===== src/rtl/vram_arbiter_pkg.sv =====
// Shared definitions for the video RAM arbiter: widths, colour codes,
// the {row,col} address packing helper and the arbiter FSM states.
package vram_arbiter_pkg;

    localparam int ADDR_W          = 16;
    localparam int COORD_W         = 8;
    localparam int DEFAULT_COLOR_W = 3;

    // 3-bit RGB colour codes, identical to the processor's COLOR_* values
    localparam logic [2:0] COLOR_BLACK   = 3'b000;
    localparam logic [2:0] COLOR_BLUE    = 3'b001;
    localparam logic [2:0] COLOR_GREEN   = 3'b010;
    localparam logic [2:0] COLOR_CYAN    = 3'b011;
    localparam logic [2:0] COLOR_RED     = 3'b100;
    localparam logic [2:0] COLOR_MAGENTA = 3'b101;
    localparam logic [2:0] COLOR_YELLOW  = 3'b110;
    localparam logic [2:0] COLOR_WHITE   = 3'b111;

    typedef enum logic [0:0] {
        S_NORMAL      = 1'b0,
        S_FORCE_WRITE = 1'b1
    } arbState_e;

    // Video RAM address is the row in the upper byte, column in the lower byte
    function automatic logic [ADDR_W-1:0] packAddr(
        input logic [COORD_W-1:0] row,
        input logic [COORD_W-1:0] col
    );
        return {row, col};
    endfunction

endpackage


===== src/rtl/vram_arbiter_if.sv =====
// Bus bundle between the arbiter and its three neighbours: the CPU write
// port, the VGA scan-out read port and the single-port video RAM.
// The slave modport is the arbiter's view, master is the environment's.
interface vram_arbiter_if
    import vram_arbiter_pkg::*;
#(
    parameter int COLOR_W = DEFAULT_COLOR_W
);

    logic                iCpuWrEn;
    logic [COORD_W-1:0]  iCpuCol;
    logic [COORD_W-1:0]  iCpuRow;
    logic [COLOR_W-1:0]  iCpuColor;
    logic                oCpuStall;

    logic                iVgaRdReq;
    logic [COORD_W-1:0]  iVgaCol;
    logic [COORD_W-1:0]  iVgaRow;
    logic [COLOR_W-1:0]  oVgaData;
    logic                oVgaValid;

    logic [ADDR_W-1:0]   oMemAddr;
    logic                oMemWe;
    logic [COLOR_W-1:0]  oMemWData;
    logic [COLOR_W-1:0]  iMemRData;

    modport slave (
        input  iCpuWrEn, iCpuCol, iCpuRow, iCpuColor,
        output oCpuStall,
        input  iVgaRdReq, iVgaCol, iVgaRow,
        output oVgaData, oVgaValid,
        output oMemAddr, oMemWe, oMemWData,
        input  iMemRData
    );

    modport master (
        output iCpuWrEn, iCpuCol, iCpuRow, iCpuColor,
        input  oCpuStall,
        output iVgaRdReq, iVgaCol, iVgaRow,
        input  oVgaData, oVgaValid,
        input  oMemAddr, oMemWe, oMemWData,
        output iMemRData
    );

endinterface


===== src/rtl/vram_write_fifo.sv =====
// Small synchronous FIFO holding pending CPU pixel writes as packed
// {row,col,color} entries. DEPTH must be a power of two so the pointers
// wrap for free. Push while full and pop while empty are ignored.
module vram_write_fifo #(
    parameter int DEPTH  = 4,
    parameter int DATA_W = 19
) (
    input  logic                         Clock,
    input  logic                         Reset,
    input  logic                         push_i,
    input  logic                         pop_i,
    input  logic [DATA_W-1:0]            pushData_i,
    output logic [DATA_W-1:0]            headData_o,
    output logic [$clog2(DEPTH+1)-1:0]   count_o,
    output logic                         full_o,
    output logic                         empty_o
);

    localparam int PTR_W = (DEPTH > 1) ? $clog2(DEPTH) : 1;
    localparam int CNT_W = $clog2(DEPTH+1);

    logic [DATA_W-1:0] mem [DEPTH];
    logic [PTR_W-1:0]  wrPtr_q, wrPtr_d;
    logic [PTR_W-1:0]  rdPtr_q, rdPtr_d;
    logic [CNT_W-1:0]  count_q, count_d;
    logic              doPush, doPop;

    assign full_o     = (count_q == CNT_W'(DEPTH));
    assign empty_o    = (count_q == '0);
    assign count_o    = count_q;
    assign headData_o = mem[rdPtr_q];
    assign doPush     = push_i && !full_o;
    assign doPop      = pop_i && !empty_o;

    // Advance pointers and occupancy; a simultaneous push and pop keeps the count
    always_comb begin
        wrPtr_d = wrPtr_q;
        rdPtr_d = rdPtr_q;
        count_d = count_q;
        if (doPush) begin
            wrPtr_d = wrPtr_q + PTR_W'(1);
        end
        if (doPop) begin
            rdPtr_d = rdPtr_q + PTR_W'(1);
        end
        case ({doPush, doPop})
            2'b10:   count_d = count_q + CNT_W'(1);
            2'b01:   count_d = count_q - CNT_W'(1);
            default: count_d = count_q;
        endcase
    end

    // Pointer and count registers; reset discards every pending entry
    always_ff @(posedge Clock) begin
        if (Reset) begin
            wrPtr_q <= '0;
            rdPtr_q <= '0;
            count_q <= '0;
        end else begin
            wrPtr_q <= wrPtr_d;
            rdPtr_q <= rdPtr_d;
            count_q <= count_d;
        end
    end

    // Entry storage needs no reset since the count gates every read of it
    always_ff @(posedge Clock) begin
        if (doPush) begin
            mem[wrPtr_q] <= pushData_i;
        end
    end

endmodule


===== src/rtl/vram_arbiter.sv =====
// Video RAM arbiter: VGA scan-out reads always win the single RAM port,
// CPU pixel writes are buffered and drain in free cycles. If the CPU sits
// stalled on a full FIFO behind STARVE_LIMIT consecutive reads, one read
// is dropped and the oldest write is forced through.
// Optional build macro VRAM_ARB_STATS_EN adds stall/forced-write counters.
module vram_arbiter
    import vram_arbiter_pkg::*;
#(
    parameter int FIFO_DEPTH   = 4,
    parameter int STARVE_LIMIT = 8,
    parameter int COLOR_W      = DEFAULT_COLOR_W
) (
    input  logic          Clock,
    input  logic          Reset,
    vram_arbiter_if.slave bus
`ifdef VRAM_ARB_STATS_EN
    ,
    output logic [15:0]   oStallCycles,
    output logic [7:0]    oForcedWrites
`endif
);

    localparam int ENTRY_W  = 2*COORD_W + COLOR_W;
    localparam int CNT_W    = $clog2(FIFO_DEPTH+1);
    localparam int STARVE_W = $clog2(STARVE_LIMIT+1);

    arbState_e            state_q, state_d;
    logic [STARVE_W-1:0]  starveCnt_q, starveCnt_d;
    logic                 vgaValid_q;

    logic [ENTRY_W-1:0]   pushData, headData;
    logic [CNT_W-1:0]     fifoCount;
    logic                 fifoPush, fifoPop, fifoFull, fifoEmpty;

    logic [COORD_W-1:0]   headRow, headCol;
    logic [COLOR_W-1:0]   headColor;

    logic                 readGrant, writeGrant, starveHit;
    logic [ADDR_W-1:0]    memAddr;
    logic                 memWe;
    logic [COLOR_W-1:0]   memWData;

    assign pushData  = {bus.iCpuRow, bus.iCpuCol, bus.iCpuColor};
    assign headRow   = headData[ENTRY_W-1 -: COORD_W];
    assign headCol   = headData[COLOR_W +: COORD_W];
    assign headColor = headData[COLOR_W-1:0];

    assign fifoPush  = bus.iCpuWrEn && !fifoFull && !Reset;
    assign fifoPop   = writeGrant;

    vram_write_fifo #(
        .DEPTH  (FIFO_DEPTH),
        .DATA_W (ENTRY_W)
    ) uWriteFifo (
        .Clock      (Clock),
        .Reset      (Reset),
        .push_i     (fifoPush),
        .pop_i      (fifoPop),
        .pushData_i (pushData),
        .headData_o (headData),
        .count_o    (fifoCount),
        .full_o     (fifoFull),
        .empty_o    (fifoEmpty)
    );

    // Grant the RAM port and track starvation; nothing is granted while in reset
    always_comb begin
        state_d     = state_q;
        starveCnt_d = starveCnt_q;
        readGrant   = 1'b0;
        writeGrant  = 1'b0;
        starveHit   = 1'b0;
        memAddr     = '0;
        memWe       = 1'b0;
        memWData    = '0;
        if (!Reset) begin
            case (state_q)
                S_NORMAL: begin
                    if (bus.iVgaRdReq) begin
                        readGrant = 1'b1;
                        memAddr   = packAddr(bus.iVgaRow, bus.iVgaCol);
                    end else if (!fifoEmpty) begin
                        writeGrant = 1'b1;
                        memAddr    = packAddr(headRow, headCol);
                        memWData   = headColor;
                        memWe      = 1'b1;
                    end
                    starveHit = (fifoCount == CNT_W'(FIFO_DEPTH)) && bus.iCpuWrEn && readGrant;
                    if (starveHit) begin
                        if (starveCnt_q == STARVE_W'(STARVE_LIMIT-1)) begin
                            state_d     = S_FORCE_WRITE;
                            starveCnt_d = '0;
                        end else begin
                            starveCnt_d = starveCnt_q + STARVE_W'(1);
                        end
                    end else begin
                        starveCnt_d = '0;
                    end
                end
                S_FORCE_WRITE: begin
                    if (!fifoEmpty) begin
                        writeGrant = 1'b1;
                        memAddr    = packAddr(headRow, headCol);
                        memWData   = headColor;
                        memWe      = 1'b1;
                    end
                    starveCnt_d = '0;
                    state_d     = S_NORMAL;
                end
                default: begin
                    state_d     = S_NORMAL;
                    starveCnt_d = '0;
                end
            endcase
        end
    end

    // State, starvation counter and the one-cycle read-return flag
    always_ff @(posedge Clock) begin
        if (Reset) begin
            state_q     <= S_NORMAL;
            starveCnt_q <= '0;
            vgaValid_q  <= 1'b0;
        end else begin
            state_q     <= state_d;
            starveCnt_q <= starveCnt_d;
            vgaValid_q  <= readGrant;
        end
    end

    assign bus.oCpuStall = fifoFull;
    assign bus.oMemAddr  = memAddr;
    assign bus.oMemWe    = memWe;
    assign bus.oMemWData = memWData;
    assign bus.oVgaValid = vgaValid_q;
    assign bus.oVgaData  = vgaValid_q ? bus.iMemRData : '0;

`ifdef VRAM_ARB_STATS_EN
    logic [15:0] stallCycles_q;
    logic [7:0]  forcedWrites_q;

    // Saturating counters of CPU stall cycles and forced-write cycles
    always_ff @(posedge Clock) begin
        if (Reset) begin
            stallCycles_q  <= '0;
            forcedWrites_q <= '0;
        end else begin
            if (fifoFull && bus.iCpuWrEn && (stallCycles_q != 16'hFFFF)) begin
                stallCycles_q <= stallCycles_q + 16'd1;
            end
            if ((state_q == S_FORCE_WRITE) && (forcedWrites_q != 8'hFF)) begin
                forcedWrites_q <= forcedWrites_q + 8'd1;
            end
        end
    end

    assign oStallCycles  = stallCycles_q;
    assign oForcedWrites = forcedWrites_q;
`endif

endmodule


===== src/flat_wrapper.sv =====
// flat-port wrapper written by rule: the top's interface ports become plain ports
module vram_arbiter_flat import vram_arbiter_pkg::*;
#(
    parameter int FIFO_DEPTH   = 4,
    parameter int STARVE_LIMIT = 8,
    parameter int COLOR_W      = DEFAULT_COLOR_W
)
  (Clock, Reset, bus_iCpuWrEn, bus_iCpuCol, bus_iCpuRow, bus_iCpuColor, bus_oCpuStall, bus_iVgaRdReq, bus_iVgaCol, bus_iVgaRow, bus_oVgaData, bus_oVgaValid, bus_oMemAddr, bus_oMemWe, bus_oMemWData, bus_iMemRData);
  vram_arbiter_if #(.COLOR_W(COLOR_W)) bus_i ();
  input  logic Clock;
  input  logic Reset;
  input wire logic [$bits(bus_i.iCpuWrEn)-1:0] bus_iCpuWrEn;
  input wire logic [$bits(bus_i.iCpuCol)-1:0] bus_iCpuCol;
  input wire logic [$bits(bus_i.iCpuRow)-1:0] bus_iCpuRow;
  input wire logic [$bits(bus_i.iCpuColor)-1:0] bus_iCpuColor;
  output wire logic [$bits(bus_i.oCpuStall)-1:0] bus_oCpuStall;
  input wire logic [$bits(bus_i.iVgaRdReq)-1:0] bus_iVgaRdReq;
  input wire logic [$bits(bus_i.iVgaCol)-1:0] bus_iVgaCol;
  input wire logic [$bits(bus_i.iVgaRow)-1:0] bus_iVgaRow;
  output wire logic [$bits(bus_i.oVgaData)-1:0] bus_oVgaData;
  output wire logic [$bits(bus_i.oVgaValid)-1:0] bus_oVgaValid;
  output wire logic [$bits(bus_i.oMemAddr)-1:0] bus_oMemAddr;
  output wire logic [$bits(bus_i.oMemWe)-1:0] bus_oMemWe;
  output wire logic [$bits(bus_i.oMemWData)-1:0] bus_oMemWData;
  input wire logic [$bits(bus_i.iMemRData)-1:0] bus_iMemRData;
  assign bus_i.iCpuWrEn = bus_iCpuWrEn;
  assign bus_i.iCpuCol = bus_iCpuCol;
  assign bus_i.iCpuRow = bus_iCpuRow;
  assign bus_i.iCpuColor = bus_iCpuColor;
  assign bus_oCpuStall = bus_i.oCpuStall;
  assign bus_i.iVgaRdReq = bus_iVgaRdReq;
  assign bus_i.iVgaCol = bus_iVgaCol;
  assign bus_i.iVgaRow = bus_iVgaRow;
  assign bus_oVgaData = bus_i.oVgaData;
  assign bus_oVgaValid = bus_i.oVgaValid;
  assign bus_oMemAddr = bus_i.oMemAddr;
  assign bus_oMemWe = bus_i.oMemWe;
  assign bus_oMemWData = bus_i.oMemWData;
  assign bus_i.iMemRData = bus_iMemRData;
  vram_arbiter #(.FIFO_DEPTH(FIFO_DEPTH), .STARVE_LIMIT(STARVE_LIMIT), .COLOR_W(COLOR_W)) u_core (.Clock(Clock), .Reset(Reset), .bus(bus_i));
endmodule

===== config.mk =====
export PLATFORM = sky130hd
export DESIGN_NAME = vram_arbiter_flat
export DESIGN_NICKNAME = d
export VERILOG_FILES = /design/src/rtl/vram_arbiter_pkg.sv /design/src/rtl/vram_arbiter_if.sv /design/src/rtl/vram_write_fifo.sv /design/src/rtl/vram_arbiter.sv /design/src/flat_wrapper.sv
export SDC_FILE = /design/constraint.sdc
export NUM_CORES = 1
export LEC_CHECK = 0
export ABC_AREA = 1
export CAP_MARGIN = 20
export CORE_ASPECT_RATIO = 1.75
export CORE_UTILIZATION = 30
export CTS_CLUSTER_DIAMETER = 30
export DETAILED_ROUTE_END_ITERATION = 16
export PLACE_DENSITY = 0.5
export SLEW_MARGIN = 20
export SYNTH_ARGS = -nofsm -noshare
export SYNTH_HDL_FRONTEND = slang
export SYNTH_SLANG_ARGS = --single-unit

===== constraint.sdc =====
create_clock -name Clock -period 3.3 [get_ports Clock]
set_clock_uncertainty 0.15 [all_clocks]
set_input_delay 0.66 -clock Clock [delete_from_list [all_inputs] [get_ports Clock]]
set_output_delay 0.66 -clock Clock [all_outputs]
set_load 0.02 [all_outputs]

* Word level (Yosys, flattened, before mapping)
Memory sizes are Yosys's and may differ from the RTL's. A register that Yosys moved wholly into a read port is not among the register bits. Cells that the tools add are included.
Word-level totals: bits in registers 13, memory bits (writable) 76, bits of input ports 42, output and inout bits 25, logic and storage cells 56, memories 1
Cells by class: add/sub/neg operators 5, equal/unequal tests 4, multiplexer cells 27, bitwise logic cells 1, reduce and logical (&&, ||, !) cells 12
Memories:
- u_core.uWriteFifo.mem | words 4, bits a word 19, rd ports 1, clocked after Yosys merged registers in 1, wr ports 1, line vram_write_fifo.sv:22 | logic [DATA_W-1:0] mem [DEPTH];
Operator list (count):
- 2-to-1 mux 16 bit | 3
- one-hot mux 16 bit (2 select lines) | 1
- 2-to-1 mux 3 bit | 4
- one-hot mux 3 bit (2 select lines) | 2
- 2-to-1 mux 1 bit | 10
- 2-to-1 mux 4 bit | 2
- one-hot mux 4 bit (2 select lines) | 1
- logical AND 1 bit | 6
- adder 2 x 1 -> 2 bit (second input constant) | 2
- adder 4 x 1 -> 4 bit (second input constant) | 1
- == test 4 x 3 -> 1 bit (second input constant) | 1
- 2-to-1 mux 2 bit | 2
- one-hot mux 1 bit (2 select lines) | 2
- adder 3 x 1 -> 3 bit (second input constant) | 1
- == test 3 bit (second input constant) | 1
- logical NOT 1 bit | 3
- logical NOT 3 bit | 1
- subtractor 3 x 1 -> 3 bit (second input constant) | 1
- == test 2 x 1 -> 1 bit (second input constant) | 1
- == test 2 bit (second input constant) | 1
- nonzero test 2 bit | 1
- OR reduction 2 bit | 1
- inverter 1 bit | 1

* Longest topological paths before layout
Gate-level depths: netlist of run 1.
depth in word-level cells 8, depth in mapped cells 14, mapped depth without buffers 14

* Modules after synthesis
A second synthesis of run 1 with hierarchy kept.
Unflattened totals: cells, all modules 356, area total of the unflattened synthesis 3917.5 µm²
Modules (own cells, without submodules):
- vram_write_fifo | times used 1, cells each 254, area each 3374.5 µm², sequential area each 2462.4 µm²
- vram_arbiter | times used 1, cells each 102, area each 543.0 µm², sequential area each 120.1 µm²

* Least setup slack after synthesis of run 1
No wires, ideal clock.
path kind input-to-reg, from input bus_iCpuWrEn, to memory u_core.uWriteFifo.mem[0][0], enable pin, setup time 0.395 ns, arrival time 1.741 ns, required time 2.755 ns, path slack 1.015 ns, stages on the path 4, path buffers 0, cell sequence nand2_1 > inv_1 > nand2_1 > nor2_1
On the way: word-level cells in the longest chain between the ends 5
RTL lines:
- from (decl) | line flat_wrapper.sv:12 | input wire logic [$bits(bus_i.iCpuWrEn)-1:0] bus_iCpuWrEn;
- logical AND 1 bit (2 in a row) | line vram_arbiter.sv:48 | assign fifoPush = bus.iCpuWrEn && !fifoFull && !Reset;
- logical AND 1 bit | line vram_write_fifo.sv:32 | assign doPush = push_i && !full_o;
- 2-to-1 mux 1 bit | line vram_write_fifo.sv:68 | if (doPush) begin
- 2-to-1 mux 1 bit (not written as such) | line vram_write_fifo.sv:69 | mem[wrPtr_q] <= pushData_i;
- to (decl) | line vram_write_fifo.sv:22
No other way between the ends.

* Worst setup path after layout of run 1
from input bus_iVgaRdReq, to output bus_oMemAddr[15]
On the way: word-level cells in the longest chain between the ends 3
RTL lines:
- from (decl) | line flat_wrapper.sv:17 | input wire logic [$bits(bus_i.iVgaRdReq)-1:0] bus_iVgaRdReq;
- 2-to-1 mux 16 bit | line vram_arbiter.sv:79 | if (bus.iVgaRdReq) begin
- one-hot mux 16 bit (2 select lines) | line vram_arbiter.sv:77 | case (state_q)
- 2-to-1 mux 16 bit | line vram_arbiter.sv:76 | if (!Reset) begin
- to (decl) | line flat_wrapper.sv:22 | output wire logic [$bits(bus_i.oMemAddr)-1:0] bus_oMemAddr;
No other way between the ends.

==> run summary, run 1 <==
SYNTHESIS
----------------------------------------------------------------------------------
Number of synthesized flops with an enable pin                                  76
Sequential fraction of the synthesis area                                    65.1%
Share of the synthesized area in the top cell type                           57.5%
Net count of the mapped netlist                                                439
Count of cell types in the netlist                                              25
Synthesized flop and latch total                                                91
Combined area of all synthesized cells                                  3970 sq um
Count of warnings emitted by yosys                                               0
Mean Syn Cell Area                                                      10.2 sq um
Async set-or-reset flop fraction in the synthesized netlist                     0%
Number of instances in the synthesized netlist                                 390
Leading area contributor after synthesis                              sky130_fd_sc_hd__edfxtp_1
Most area-consuming cells after synthesis                             sky130_fd_sc_hd__edfxtp_1, sky130_fd_sc_hd__nand2_1, sky130_fd_sc_hd__dfxtp_1
Ys flop type                                                          sky130_fd_sc_hd__edfxtp_1

STA
----------------------------------------------------------------------------------
Unrepaired setup endpoints after global routing                              false
Final cycle utilization of the critical path                                 95.8%
Highest achievable clock rate                                              316 MHz
Final setup violation count                                                      0
Actual slew at the worst max-slew pin                                     0.450 ns
Worst relative slew slack                                                    69.9%
Smallest setup slack after layout                                         0.139 ns
Fin crit period                                                            3.16 ns
Endpoints failing hold                                                           0
Aggregate negative setup slack                                                0 ns
Final number of max-transition violations                                        0

CTS
----------------------------------------------------------------------------------
Source-to-sink clock delay at the later pin of the worst-skew pair         0.34 ns
Cts repair resizes                                                               0
CTS tree                                                                     built
Clock transition at the registers of the reported paths                    0.06 ns
Count of hold-fix buffers inserted at cts                                        0
Buffer depth of the longest clock path                                           2
Total clock sinks                                                               91
Number of buffers created by CTS                                                 9
Root buf cell                                                         sky130_fd_sc_hd__clkbuf_16
Setup Fix Bufs, Post-CTS                                                         0
H-tree levels                                                                    3

PLACEMENT
----------------------------------------------------------------------------------
Placed cell areas                                                       4820 sq um
Final HPWL DP                                                              5460 um
DP Worst Slack                                                           0.0992 ns
Final RePlAce weighted congestion                                            0.715
Count of port buffers added during placement                                    66

GLOBAL ROUTE
----------------------------------------------------------------------------------
Overall overflow remaining after global route                                    0
Largest net degree at the start of global routing                               36
Overall track demand over capacity in global routing                         12.8%
Initial antenna violation count                                                  0
Vias in the first global route                                                2671
Wire length of the first global-routing pass                              12700 um

DIE
----------------------------------------------------------------------------------
Floorplan die area                                                     13700 sq um
Top-level port count                                                            67
Initial Util                                                                 30.7%
Chip Height                                                                 154 um
Die width                                                                  88.9 um
Floorplan core area                                                    12900 sq um
Count of standard-cell rows                                                     55

CRITICAL PATH
----------------------------------------------------------------------------------
Sort of element at the end of the critical path                         output pin
Top fanout value on the critical path                                           18
Kind of start point of the critical path                                 input pin
Data required time at the worst endpoint                                   2.49 ns
Worst setup path class                                                   in -> out
Data arrival time of the critical path                                     2.35 ns

FINAL LAYOUT
----------------------------------------------------------------------------------
Antenna fix cells                                                                0
Layout cell share with drive strength beyond 1                               8.10%
Final instance area                                                     5100 sq um
Filler Cell Count                                                             1330
Final-stage net count                                                          513
Area growth from synthesis to layout                                         28.5%
Finished Core Util                                                           39.4%

POWER AND IR DROP
----------------------------------------------------------------------------------
Final Power                                                                2.59 mW
Static leakage                                                             1.98 nW
Total power divided by cell area                                       508 nW/um^2
Peak supply drop                                                          0.273 mV

DRT
----------------------------------------------------------------------------------
Number of iterations in the first detailed-routing pass                          4
Routed wire length                                                         8030 um
Violation count after the first detailed-route iteration                        81
Remaining number of nets flagged by the antenna check after routing              0
DR vias/cell                                                                  4.20
Routed wirelength normalized by instance count                             12.5 um
Vias                                                                          2687
# DRC                                                                            0

RUN STATUS
----------------------------------------------------------------------------------
Status                                                                finished, final reports clean

JOB
----------------------------------------------------------------------------------
Count of maximum capacitance violations                                          0

WORST HOLD PATH
----------------------------------------------------------------------------------
Type of the most critical hold path                                     reg -> reg

[stage by stage]
step           std cells  hold slack [ns]
4_1_cts              640            0.314
5_1_grt              640            0.330
3_5_place_dp         624            0.300
2_1_floorplan        390            0.268
6_report             640            0.307
3_3_place_gp         624            0.284
[path summary, 6_finish.rpt]
kind	slack, ns	depth (start not counted)	to	startpoint
worst max-delay path	0.14	7	bus_oMemAddr[15]	bus_iVgaRdReq
worst min register to register	0.31	1	u_core.starveCnt_q[0]$_SDFF_PP0_	u_core.starveCnt_q[0]$_SDFF_PP0_
worst min-delay path	0.31	1	u_core.starveCnt_q[0]$_SDFF_PP0_	u_core.starveCnt_q[0]$_SDFF_PP0_
worst max register to register	1.14	14	u_core.uWriteFifo.count_o[2]$_SDFFE_PP0P_	u_core.uWriteFifo.count_o[0]$_SDFFE_PP0P_
[Yosys cell counts (2+ instances only)]
library cell and n:
sky130_fd_sc_hd__nand3_1 5, sky130_fd_sc_hd__nand2_1 113, sky130_fd_sc_hd__o21ai_1 36, sky130_fd_sc_hd__a21oi_1 6, sky130_fd_sc_hd__edfxtp_1 76, sky130_fd_sc_hd__nor2_1 62, sky130_fd_sc_hd__ha_1 6, sky130_fd_sc_hd__inv_2 3
sky130_fd_sc_hd__inv_1 38, sky130_fd_sc_hd__buf_2 4, sky130_fd_sc_hd__o21ai_0 6, sky130_fd_sc_hd__buf_4 2, sky130_fd_sc_hd__dfxtp_1 15, sky130_fd_sc_hd__buf_6 7
[layout make-up]
class                           count  area (sq um)  area share [%]
Multi-Input combinational cell    243          1100            21.6
Inverter                           42           163            3.19
Clock buffer                       10           229            4.49
Sequential cell                    91          2580            50.7
Clock inverter                      6          56.3            1.10
Tap cell                          171           214            4.19
Timing Repair Buffer               77           756            14.8
[worst max-delay path, stage by stage]
cell and delay (ns):
sky130_fd_sc_hd__clkdlybuf4s50_1 0.44, sky130_fd_sc_hd__a21oi_2 0.22, sky130_fd_sc_hd__nand2_4 0.11, sky130_fd_sc_hd__inv_6 0.17, sky130_fd_sc_hd__nand2_1 0.07, sky130_fd_sc_hd__nand2_1 0.07
sky130_fd_sc_hd__clkdlybuf4s50_1 0.60
[flip-flops by register name, summed over array words and instances, names as in the netlist, named ones only]
register	flops
u_core.uWriteFifo.mem	76
u_core.starveCnt_q	4
u_core.uWriteFifo.count_o	3
u_core.uWriteFifo.rdPtr_q	2
u_core.uWriteFifo.wrPtr_q	2
u_core.bus.oVgaValid	1
u_core.state_q	1
[cells in the final DEF (no fill, tap or decap), types with 3 or more instances in the layout]
master	synthesis	routed
sky130_fd_sc_hd__inv_2	3	3
sky130_fd_sc_hd__a21oi_1	6	6
sky130_fd_sc_hd__clkbuf_16	0	9
sky130_fd_sc_hd__dfxtp_1	15	14
sky130_fd_sc_hd__edfxtp_1	76	76
sky130_fd_sc_hd__clkinv_2	0	3
sky130_fd_sc_hd__clkdlybuf4s50_1	0	66
sky130_fd_sc_hd__inv_1	38	38
sky130_fd_sc_hd__nor2_1	62	58
sky130_fd_sc_hd__ha_1	6	6
sky130_fd_sc_hd__buf_4	2	10
sky130_fd_sc_hd__nand2_1	113	113
sky130_fd_sc_hd__o21ai_0	6	6
sky130_fd_sc_hd__nor2_2	0	4
sky130_fd_sc_hd__nand3_1	5	5
sky130_fd_sc_hd__o21ai_1	36	36
[power breakdown]
| part | leakage [nW] | internal [mW] | switching [mW] |
|---|---|---|---|
| logic | 1.03 | 0.143 | 0.181 |
| clock network | 0.140 | 0.579 | 0.387 |
| registers | 0.813 | 1.28 | 0.0175 |
| total | 1.98 | 2.01 | 0.585 |
[per-layer routing]
metal | vias up | track usage [%] | wire (um)
li1 | 1410 | - | -
met1 | 1213 | 12.9 | 3070
met2 | 52 | 23.6 | 4440
met3 | 12 | 3.54 | 353
met4 | 0 | 5.67 | 159
met5 | - | 0 | 0
[kinds of logic (layout without fill, tap and decap cells)]
| group | Yosys count | count (layout) | synth area share (%) |
|---|---|---|---|
| compound gates | 49 | 49 | 6.27 |
| xor+xnor | 2 | 2 | 0.441 |
| fa+ha+maj | 7 | 7 | 2.40 |
| buf+inv | 56 | 135 | 7.47 |
| flops | 91 | 91 | 65.1 |
| simple gates | 185 | 185 | 18.3 |
Power figures use the tool's default switching activity.
==> run 2, diff against run 1 <==
--- a/config.mk
+++ b/config.mk
@@ -6,7 +6,7 @@
 export NUM_CORES = 1
 export LEC_CHECK = 0
 export ABC_AREA = 1
-export CAP_MARGIN = 20
+export CAP_MARGIN = 10
 export CORE_ASPECT_RATIO = 1.75
 export CORE_UTILIZATION = 30
 export CTS_CLUSTER_DIAMETER = 30
==> results of run 2 <==
Same layout as run 1: the final DEF is identical, and so are final timing and power.
